$ cat src/rtl/chip_run_ctrl_pkg.sv
// chip_ctrl_pkg: shared types and constants for the chip tester run controller.
//   state_e  : controller FSM states (IDLE, START, WAIT, DONE)
//   CNT_W    : width of the run/pass tallies
//   CNT_MAX  : saturation value of the tallies
//   sat_inc  : saturating increment used by both tallies
package chip_ctrl_pkg;

  typedef enum logic [1:0] {
    IDLE  = 2'd0,
    START = 2'd1,
    WAIT  = 2'd2,
    DONE  = 2'd3
  } state_e;

  localparam int CNT_W = 8;
  localparam logic [CNT_W-1:0] CNT_MAX = 8'd255;

  function automatic logic [CNT_W-1:0] sat_inc(input logic [CNT_W-1:0] v);
    logic [CNT_W-1:0] r;
    r = (v == CNT_MAX) ? v : CNT_W'(v + 1'b1);
    return r;
  endfunction

endpackage

$ cat src/rtl/chip_run_ctrl_debounce.sv
// button_debounce: conditions the raw asynchronous push button.
//   Two-flop synchronizer, then a stability counter: the debounced level
//   flips only after DEBOUNCE_CYCLES consecutive synchronized samples differ
//   from it. A registered one-cycle press pulse accompanies each 0->1 flip.
// Ports:
//   clk     in  system clock
//   rst     in  asynchronous active-high reset
//   btn_raw in  raw push button (asynchronous)
//   press   out one-cycle pulse on a debounced rising edge
module button_debounce #(
  parameter int DEBOUNCE_CYCLES = 16
) (
  input  logic clk,
  input  logic rst,
  input  logic btn_raw,
  output logic press
);

  localparam int CW = $clog2(DEBOUNCE_CYCLES);
  localparam logic [CW-1:0] CNT_LAST = CW'(DEBOUNCE_CYCLES - 1);

  logic          sync1_q, sync2_q;
  logic          level_q, level_d;
  logic          press_q, press_d;
  logic [CW-1:0] cnt_q, cnt_d;

  // Any sample that agrees with the current level restarts the count, so only
  // an unbroken run of DEBOUNCE_CYCLES differing samples changes the level.
  always_comb begin
    level_d = level_q;
    press_d = 1'b0;
    cnt_d   = '0;
    if (sync2_q != level_q) begin
      if (cnt_q == CNT_LAST) begin
        level_d = sync2_q;
        press_d = sync2_q;
      end else begin
        cnt_d = cnt_q + 1'b1;
      end
    end
  end

  always_ff @(posedge clk or posedge rst) begin
    if (rst) begin
      sync1_q <= 1'b0;
      sync2_q <= 1'b0;
      level_q <= 1'b0;
      press_q <= 1'b0;
      cnt_q   <= '0;
    end else begin
      sync1_q <= btn_raw;
      sync2_q <= sync1_q;
      level_q <= level_d;
      press_q <= press_d;
      cnt_q   <= cnt_d;
    end
  end

  assign press = press_q;

endmodule

$ cat src/rtl/chip_run_ctrl.sv
// chip_run_ctrl: front-end controller for one chip tester socket.
//   Debounces the run button, pulses Start to the tester, waits for a Done
//   rising edge (or the watchdog), latches pass/fail LEDs and keeps
//   saturating run/pass tallies. All outputs are registered.
// Build option:
//   CHIP_RUN_CTRL_TIMEOUT_EN defined   -> watchdog present, fires after
//                                         TIMEOUT_CYCLES cycles of a run.
//   CHIP_RUN_CTRL_TIMEOUT_EN undefined -> no watchdog, Timeout tied low.
// Ports:
//   Clk        in   system clock
//   Reset      in   asynchronous active-high reset
//   Run_btn    in   raw push button
//   Done       in   tester completion flag
//   RSLT       in   tester verdict (1 = pass), valid when Done rises
//   Start      out  one-cycle pulse to the tester Run input
//   Busy       out  high from START through WAIT
//   Pass_LED   out  latched pass indication
//   Fail_LED   out  latched fail indication (also set on timeout)
//   Timeout    out  latched watchdog indication
//   Test_count out  completed runs, saturating at 255
//   Pass_count out  passing runs, saturating at 255
module chip_run_ctrl
  import chip_ctrl_pkg::*;
#(
  parameter int DEBOUNCE_CYCLES = 16,
  parameter int TIMEOUT_CYCLES  = 1000000
) (
  input  logic             Clk,
  input  logic             Reset,
  input  logic             Run_btn,
  input  logic             Done,
  input  logic             RSLT,
  output logic             Start,
  output logic             Busy,
  output logic             Pass_LED,
  output logic             Fail_LED,
  output logic             Timeout,
  output logic [CNT_W-1:0] Test_count,
  output logic [CNT_W-1:0] Pass_count
);

  logic press;

  button_debounce #(
    .DEBOUNCE_CYCLES(DEBOUNCE_CYCLES)
  ) u_debounce (
    .clk    (Clk),
    .rst    (Reset),
    .btn_raw(Run_btn),
    .press  (press)
  );

  state_e           state_q, state_d;
  logic             start_q, start_d;
  logic             busy_q, busy_d;
  logic             pass_q, pass_d;
  logic             fail_q, fail_d;
  logic             tmo_q, tmo_d;
  logic [CNT_W-1:0] tcnt_q, tcnt_d;
  logic [CNT_W-1:0] pcnt_q, pcnt_d;

  // Done and RSLT are registered together so the verdict lines up with the
  // detected edge; the edge is then taken between two registered samples.
  logic done_q, done_prev_q, rslt_q;
  logic done_edge;
  logic fire;

  assign done_edge = done_q & ~done_prev_q;

`ifdef CHIP_RUN_CTRL_TIMEOUT_EN
  localparam int TW = $clog2(TIMEOUT_CYCLES);
  localparam logic [TW-1:0] TIMER_LAST = TW'(TIMEOUT_CYCLES - 1);

  logic [TW-1:0] timer_q, timer_d;

  // Held at zero outside a run; counting already in START makes the
  // watchdog land exactly TIMEOUT_CYCLES cycles after the Start pulse.
  always_comb begin
    timer_d = '0;
    if (state_q == START || state_q == WAIT) begin
      timer_d = timer_q + 1'b1;
    end
  end

  always_ff @(posedge Clk or posedge Reset) begin
    if (Reset) begin
      timer_q <= '0;
    end else begin
      timer_q <= timer_d;
    end
  end

  assign fire = (state_q == WAIT) && (timer_q == TIMER_LAST);
`else
  // No watchdog in this build; TIMEOUT_CYCLES has no effect and this
  // expression is constant false.
  assign fire = (TIMEOUT_CYCLES < 0);
`endif

  always_comb begin
    state_d = state_q;
    start_d = 1'b0;
    busy_d  = busy_q;
    pass_d  = pass_q;
    fail_d  = fail_q;
    tmo_d   = tmo_q;
    tcnt_d  = tcnt_q;
    pcnt_d  = pcnt_q;
    case (state_q)
      IDLE, DONE: begin
        if (press) begin
          state_d = START;
          start_d = 1'b1;
          busy_d  = 1'b1;
          pass_d  = 1'b0;
          fail_d  = 1'b0;
          tmo_d   = 1'b0;
        end
      end
      START: begin
        state_d = WAIT;
        busy_d  = 1'b1;
      end
      WAIT: begin
        // A Done edge takes priority over a watchdog firing in the same cycle.
        if (done_edge) begin
          state_d = DONE;
          busy_d  = 1'b0;
          pass_d  = rslt_q;
          fail_d  = ~rslt_q;
          tcnt_d  = sat_inc(tcnt_q);
          if (rslt_q) begin
            pcnt_d = sat_inc(pcnt_q);
          end
        end else if (fire) begin
          state_d = DONE;
          busy_d  = 1'b0;
          tmo_d   = 1'b1;
          fail_d  = 1'b1;
          tcnt_d  = sat_inc(tcnt_q);
        end
      end
      default: begin
        state_d = IDLE;
        busy_d  = 1'b0;
      end
    endcase
  end

  always_ff @(posedge Clk or posedge Reset) begin
    if (Reset) begin
      state_q     <= IDLE;
      start_q     <= 1'b0;
      busy_q      <= 1'b0;
      pass_q      <= 1'b0;
      fail_q      <= 1'b0;
      tmo_q       <= 1'b0;
      tcnt_q      <= '0;
      pcnt_q      <= '0;
      done_q      <= 1'b0;
      done_prev_q <= 1'b0;
      rslt_q      <= 1'b0;
    end else begin
      state_q     <= state_d;
      start_q     <= start_d;
      busy_q      <= busy_d;
      pass_q      <= pass_d;
      fail_q      <= fail_d;
      tmo_q       <= tmo_d;
      tcnt_q      <= tcnt_d;
      pcnt_q      <= pcnt_d;
      done_q      <= Done;
      done_prev_q <= done_q;
      rslt_q      <= RSLT;
    end
  end

  assign Start      = start_q;
  assign Busy       = busy_q;
  assign Pass_LED   = pass_q;
  assign Fail_LED   = fail_q;
  assign Timeout    = tmo_q;
  assign Test_count = tcnt_q;
  assign Pass_count = pcnt_q;

endmodule

$ cat config.mk
export PLATFORM = sky130hd
export DESIGN_NAME = chip_run_ctrl
export DESIGN_NICKNAME = d
export VERILOG_FILES = /design/src/rtl/chip_run_ctrl_pkg.sv /design/src/rtl/chip_run_ctrl_debounce.sv /design/src/rtl/chip_run_ctrl.sv
export SDC_FILE = /design/constraint.sdc
export NUM_CORES = 1
export LEC_CHECK = 0
export BUFFER_PORTS_ARGS = -buffer_cell sky130_fd_sc_hd__buf_2
export CORE_MARGIN = 8
export CORE_UTILIZATION = 35
export CTS_CLUSTER_SIZE = 24
export DETAILED_ROUTE_END_ITERATION = 10
export PLACE_DENSITY = 0.58
export RECOVER_POWER = 100
export SLEW_MARGIN = 25
export SYNTH_ARGS = -nofsm -noshare
export SYNTH_HDL_FRONTEND = slang
export SYNTH_HIERARCHICAL = 1
export SYNTH_SLANG_ARGS = --single-unit
$ cat constraint.sdc
create_clock -name Clk -period 3.95 [get_ports Clk]
set_input_delay 0.9875 -clock Clk [delete_from_list [all_inputs] [get_ports Clk]]
set_output_delay 0.9875 -clock Clk [all_outputs]
set_load 0.02 [all_outputs]
Word level (Yosys, flattened, before mapping)
Index checks and enable logic that the tools add are counted.
Storage, ports and cells
  output and inout port bits: 21
  word-level logic and storage cells: 57
  flip-flop bits (word level): 33
Operators by class
  $add $sub $neg: 3
  bitwise gates (word level): 5
  muxes and demuxes: 17
  reductions and logical operators: 8
  equality and inequality tests: 9
Operators by type and width (number)
  8-bit by 1-bit adder with 8-bit output, second input constant: 2
  8-bit == test, second input constant: 2
  1-bit 2-to-1 mux: 9
  4-bit 2-to-1 mux: 2
  2-bit case mux with 3 select lines: 1
  3-bit AND reduction: 2
  4-bit by 1-bit adder with 4-bit output, second input constant: 1
  2-bit == test, second input constant: 2
  4-bit == test, second input constant: 1
  2-bit 2-to-1 mux: 2
  1-bit NOT: 4
  1-bit case mux with 2 select lines: 2
  2-bit AND reduction: 2
  4-bit AND reduction: 1
  1-bit case mux with 3 select lines: 1
  2-bit by 1-bit == test with 1-bit output, second input constant: 1
  2-bit logical NOT: 1
  2-bit by 1-bit != test with 1-bit output, second input constant: 1
  2-bit != test, second input constant: 1
  2-bit nonzero test: 1
  2-bit OR reduction: 1
  1-bit AND: 1
  1-bit != test: 1

Longest topological paths before layout
  depth in word-level cells: 4
  gate-level depth with buffers: 8

By module
The synthesis kept the hierarchy.
By module, submodules not included
  chip_run_ctrl: instances 1, cells an instance 121, area an instance 1218.7 um2
  button_debounce: instances 1, cells an instance 21, area an instance 306.5 um2

Worst setup path after synthesis
OpenSTA, ideal clock, no wires.
  path kind: reg-to-reg
  start point: register state_q[0]
  end point: register pcnt_q[5] (netlist: Pass_count[5])
  path slack: 2334 ps
  clock period less this slack: 1616 ps
  library setup time: 131 ps
  stages on the path, launching flop included: 9
  data arrival time: 1485 ps
  cells stage by stage: dfrtp_1 inv_1 ha_1 buf_6 and4b_1 buf_4 and4_4 nand4_1 xnor2_1
On the way
  word-level cells in the longest chain between the ends: 2
RTL lines
  start: declaration: line chip_run_ctrl.sv:53  | state_e state_q, state_d;
  start signal: assignment: line chip_run_ctrl.sv:164  | state_q <= state_d;
  2-bit == test: line chip_run_ctrl.sv:109  | case (state_q)
  4-bit AND reduction (no source line)
  end signal: assignment: line chip_run_ctrl.sv:171  | pcnt_q <= pcnt_d;
  end: declaration: line chip_run_ctrl.sv:60  | logic [CNT_W-1:0] pcnt_q, pcnt_d;
No other way between the ends.
A chain may end at the register's enable or synchronous reset.

Worst setup path in the final report
  start point: register tcnt_q[3] (netlist: Test_count[3])
  end point: output port Test_count[3]
RTL lines
  start: declaration: line chip_run_ctrl.sv:59  | logic [CNT_W-1:0] tcnt_q, tcnt_d;
  start signal: assignment: line chip_run_ctrl.sv:170  | tcnt_q <= tcnt_d;
  end: declaration: line chip_run_ctrl.sv:38  | output logic [CNT_W-1:0] Test_count,
No word-level cell between the ends.

==> reports/metrics.cfg <==
[critical_path]
worstSetupPathType = flop to primary output
worstPathArrival_ps = 1010
crit_required_ps = 2960
cp_slowest_cell = dfrtp_1
max_stage_delay_ps = 460
startpoint = Test_count[3]$_DFFE_PP0P_
crit_family = flip-flops
endpoint_kind = primary output
start_kind = flop
r2r_start = state_q[0]$_DFFE_PP0P_
crit_buf_inv = 1
critical_path.cell_chain = clkbuf_1
cp_max_fo = 8

[place]
hpwl_um = 2240
gp_congestion = 0.826
port-buffer-count = 24

[grt]
grt_overflow = 0
grt_pass1_wl_um = 4960
grtUsageTotal_pct = 9.49
grt_pass1_vias = 1097
grt_max_degree = 26
antenna_found_initial = 0

[clocking]
post-cts-setup-buffer-count = 0
holdBufCountCts = 0
cts_buffer_depth = 2
cts-htree-levels = 2
clk_latency_ps = 280
clkTransAtPathRegs_ps = 70
cts-root-buf = clkbuf_8
cts_buffers = 5
cts_resized = 0
cts_tree = built
clkSinkCount = 33

[timing]
slew_headroom_pct = 43.0
rsz0062_at_grt = false
hold_viol_final = 0
fin_skew_ps = 5.40
finalCritPeriodShare_pct = 50.5
tns_ps = 0
fin_crit_ps = 2000
worst_hold_slack_ps = 355
worst_pin_slew_ps = 850
drv_slew = 0
fmax_mhz = 501
setup_viol = 0

[cells_and_area]
drive_gt1_share_pct = 8.19
n_fill_cell = 434
syn_to_final_growth_pct = 16.4
n_antenna_cell = 0
fin_nets = 180

[worst_hold_path]
hold_class = flop to flop
holdCritStartpoint = u_debounce/sync1_q$_DFF_PP0_

[route]
drc = 0
wire_per_inst_um = 13.1
viasPerCell = 5.08
ant_nets = 0
drtIter0Drc = 67
num_vias = 1132
wirelength_um = 2930
dr.pass1.iters = 4

[floorplan]
die-area_um2 = 6730
placementRows = 24
coreArea_um2 = 4260
die-width_um = 82.0
pin_count = 26
start_util_pct = 35.8
die_h_um = 82.0

[logic_synthesis]
synth_common_cells = 33 x dfrtp_1, 15 x nand2_1, 11 x nor2_1
synth_nets = 152
yosysMostFrequentCell = dfrtp_1
yosysWarnings = 6
async_reset_ff_share_pct = 100
seq_area_frac_synth_pct = 54.1
ys_ff_latch = 33
synth_cell_types = 37
avgSynthCellArea_um2 = 10.7
synthTopCellsByArea = dfrtp_1 54%, ha_1 4.1%, nand2_1 3.7%, nor2_1 2.7%, a21oi_1 2.6%
netlist_instances = 142
synth_ff_type = dfrtp_1
synth_edf_count = 0
syn-cell-area_um2 = 1530
synth_top_area_cell = dfrtp_1
synth.top_cell.area_share_pct = 54.1

[run_status]
status = completed

[power_and_ir_drop]
cellLeakagePower_nw = 0.803
max-vdd-ir-drop_mv = 0.275
powerDensity_nw_per_um2 = 558

[run]
drv_cap = 0

-- cells by family after synthesis --
kind of cell / after synthesis / share of synthesized area (%)
compound gates: 27 / 11.2
xor+xnor: 6 / 3.45
fa+ha+maj: 5 / 4.10
buf+inv: 9 / 3.20
flops: 33 / 54.1
mux: 5 / 3.86
other cells: 1 / 0.246
simple gates: 56 / 19.8
-- layout make-up --
type / count / area, um2 / area share [%]
timing repair buffer: 24 / 93.8 / 5.29
tap: 52 / 65.1 / 3.66
multi-input combinational: 100 / 634 / 35.7
inverter: 6 / 22.5 / 1.27
clock inverter: 3 / 65.1 / 3.66
clock buffer: 5 / 68.8 / 3.88
sequential: 33 / 826 / 46.5
-- worst paths after layout --
path	endpoint	slack [ps]	cells past startpoint
setup / recovery	Test_count[3]	1950	1
hold / removal	u_debounce/sync2_q$_DFF_PP0_	350	0
setup reg to reg	Pass_count[5]$_DFFE_PP0P_	2090	6
hold reg to reg	u_debounce/sync2_q$_DFF_PP0_	350	0
max in group asynchronous	Pass_count[7]$_DFFE_PP0P_	2790	2
min in group asynchronous	u_debounce/press$_DFF_PP0_	630	2
-- where the power goes --
part	internal, mW	total [mW]	switching [mW]
clock network	0.251	0.370	0.119
logic	0.0733	0.199	0.126
registers	0.380	0.422	0.0421
-- per-layer routing --
layer,global-route usage [%],wire length [um],share of wire (%)
met5,0,0,0
met4,3.16,9,0.31
met3,4.27,174,5.9
met2,15.3,1420,48
met1,11.0,1330,45
-- sequential cells by signal, summed over array words and instances, names as in the netlist --
signal              cells
Pass_count              8
u_debounce/sync1_q      1
u_debounce/level_q      1
u_debounce/press        1
rslt_q                  1
done_prev_q             1
done_q                  1
Pass_LED                1
state_q                 2
Start                   1
u_debounce/cnt_q        4
Test_count              8
Fail_LED                1
u_debounce/sync2_q      1
Busy                    1
-- cell usage in the layout, fill, tap and decap left out, drive strengths merged --
| master | n |
|---|---|
| nor3b | 2 |
| nor2b | 6 |
| a22oi | 1 |
| nand3b | 2 |
| ha | 5 |
| and3 | 3 |
| clkbuf | 26 |
| nand2b | 2 |
| xnor2 | 4 |
| a21oi | 8 |
| buf | 3 |
| conb | 1 |
| a21o | 1 |
| dfrtp | 33 |
| a31oi | 6 |
| clkinv | 2 |
| o21a | 2 |
| nand4 | 3 |
| o311ai | 1 |
| mux2 | 4 |
| o21ai | 4 |
| a311oi | 1 |
| nand2 | 15 |
| nor2 | 11 |
| xor2 | 2 |
| nor3 | 3 |
| o22ai | 1 |
| nand3 | 5 |
| mux2i | 1 |
| and4b | 1 |
| and4 | 2 |
| and2 | 1 |
| inv | 5 |
| bufinv | 2 |
| a221o | 2 |
-- per-stage QoR --
stage               util, %  power [mW]  cell area, um2  setup WS [ps]  std cells
finish                 41.6       0.991            1780           1950        223
global route           41.6        1.04            1780           1890        223
CTS                    42.6        1.01            1820           2000        223
detailed placement     39.5       0.639            1680           2090        215
global placement       39.5       0.634            1680           2110        215
floorplan                 -       0.580            1530           2330        142
No activity file was read; power rests on OpenSTA's default activity.
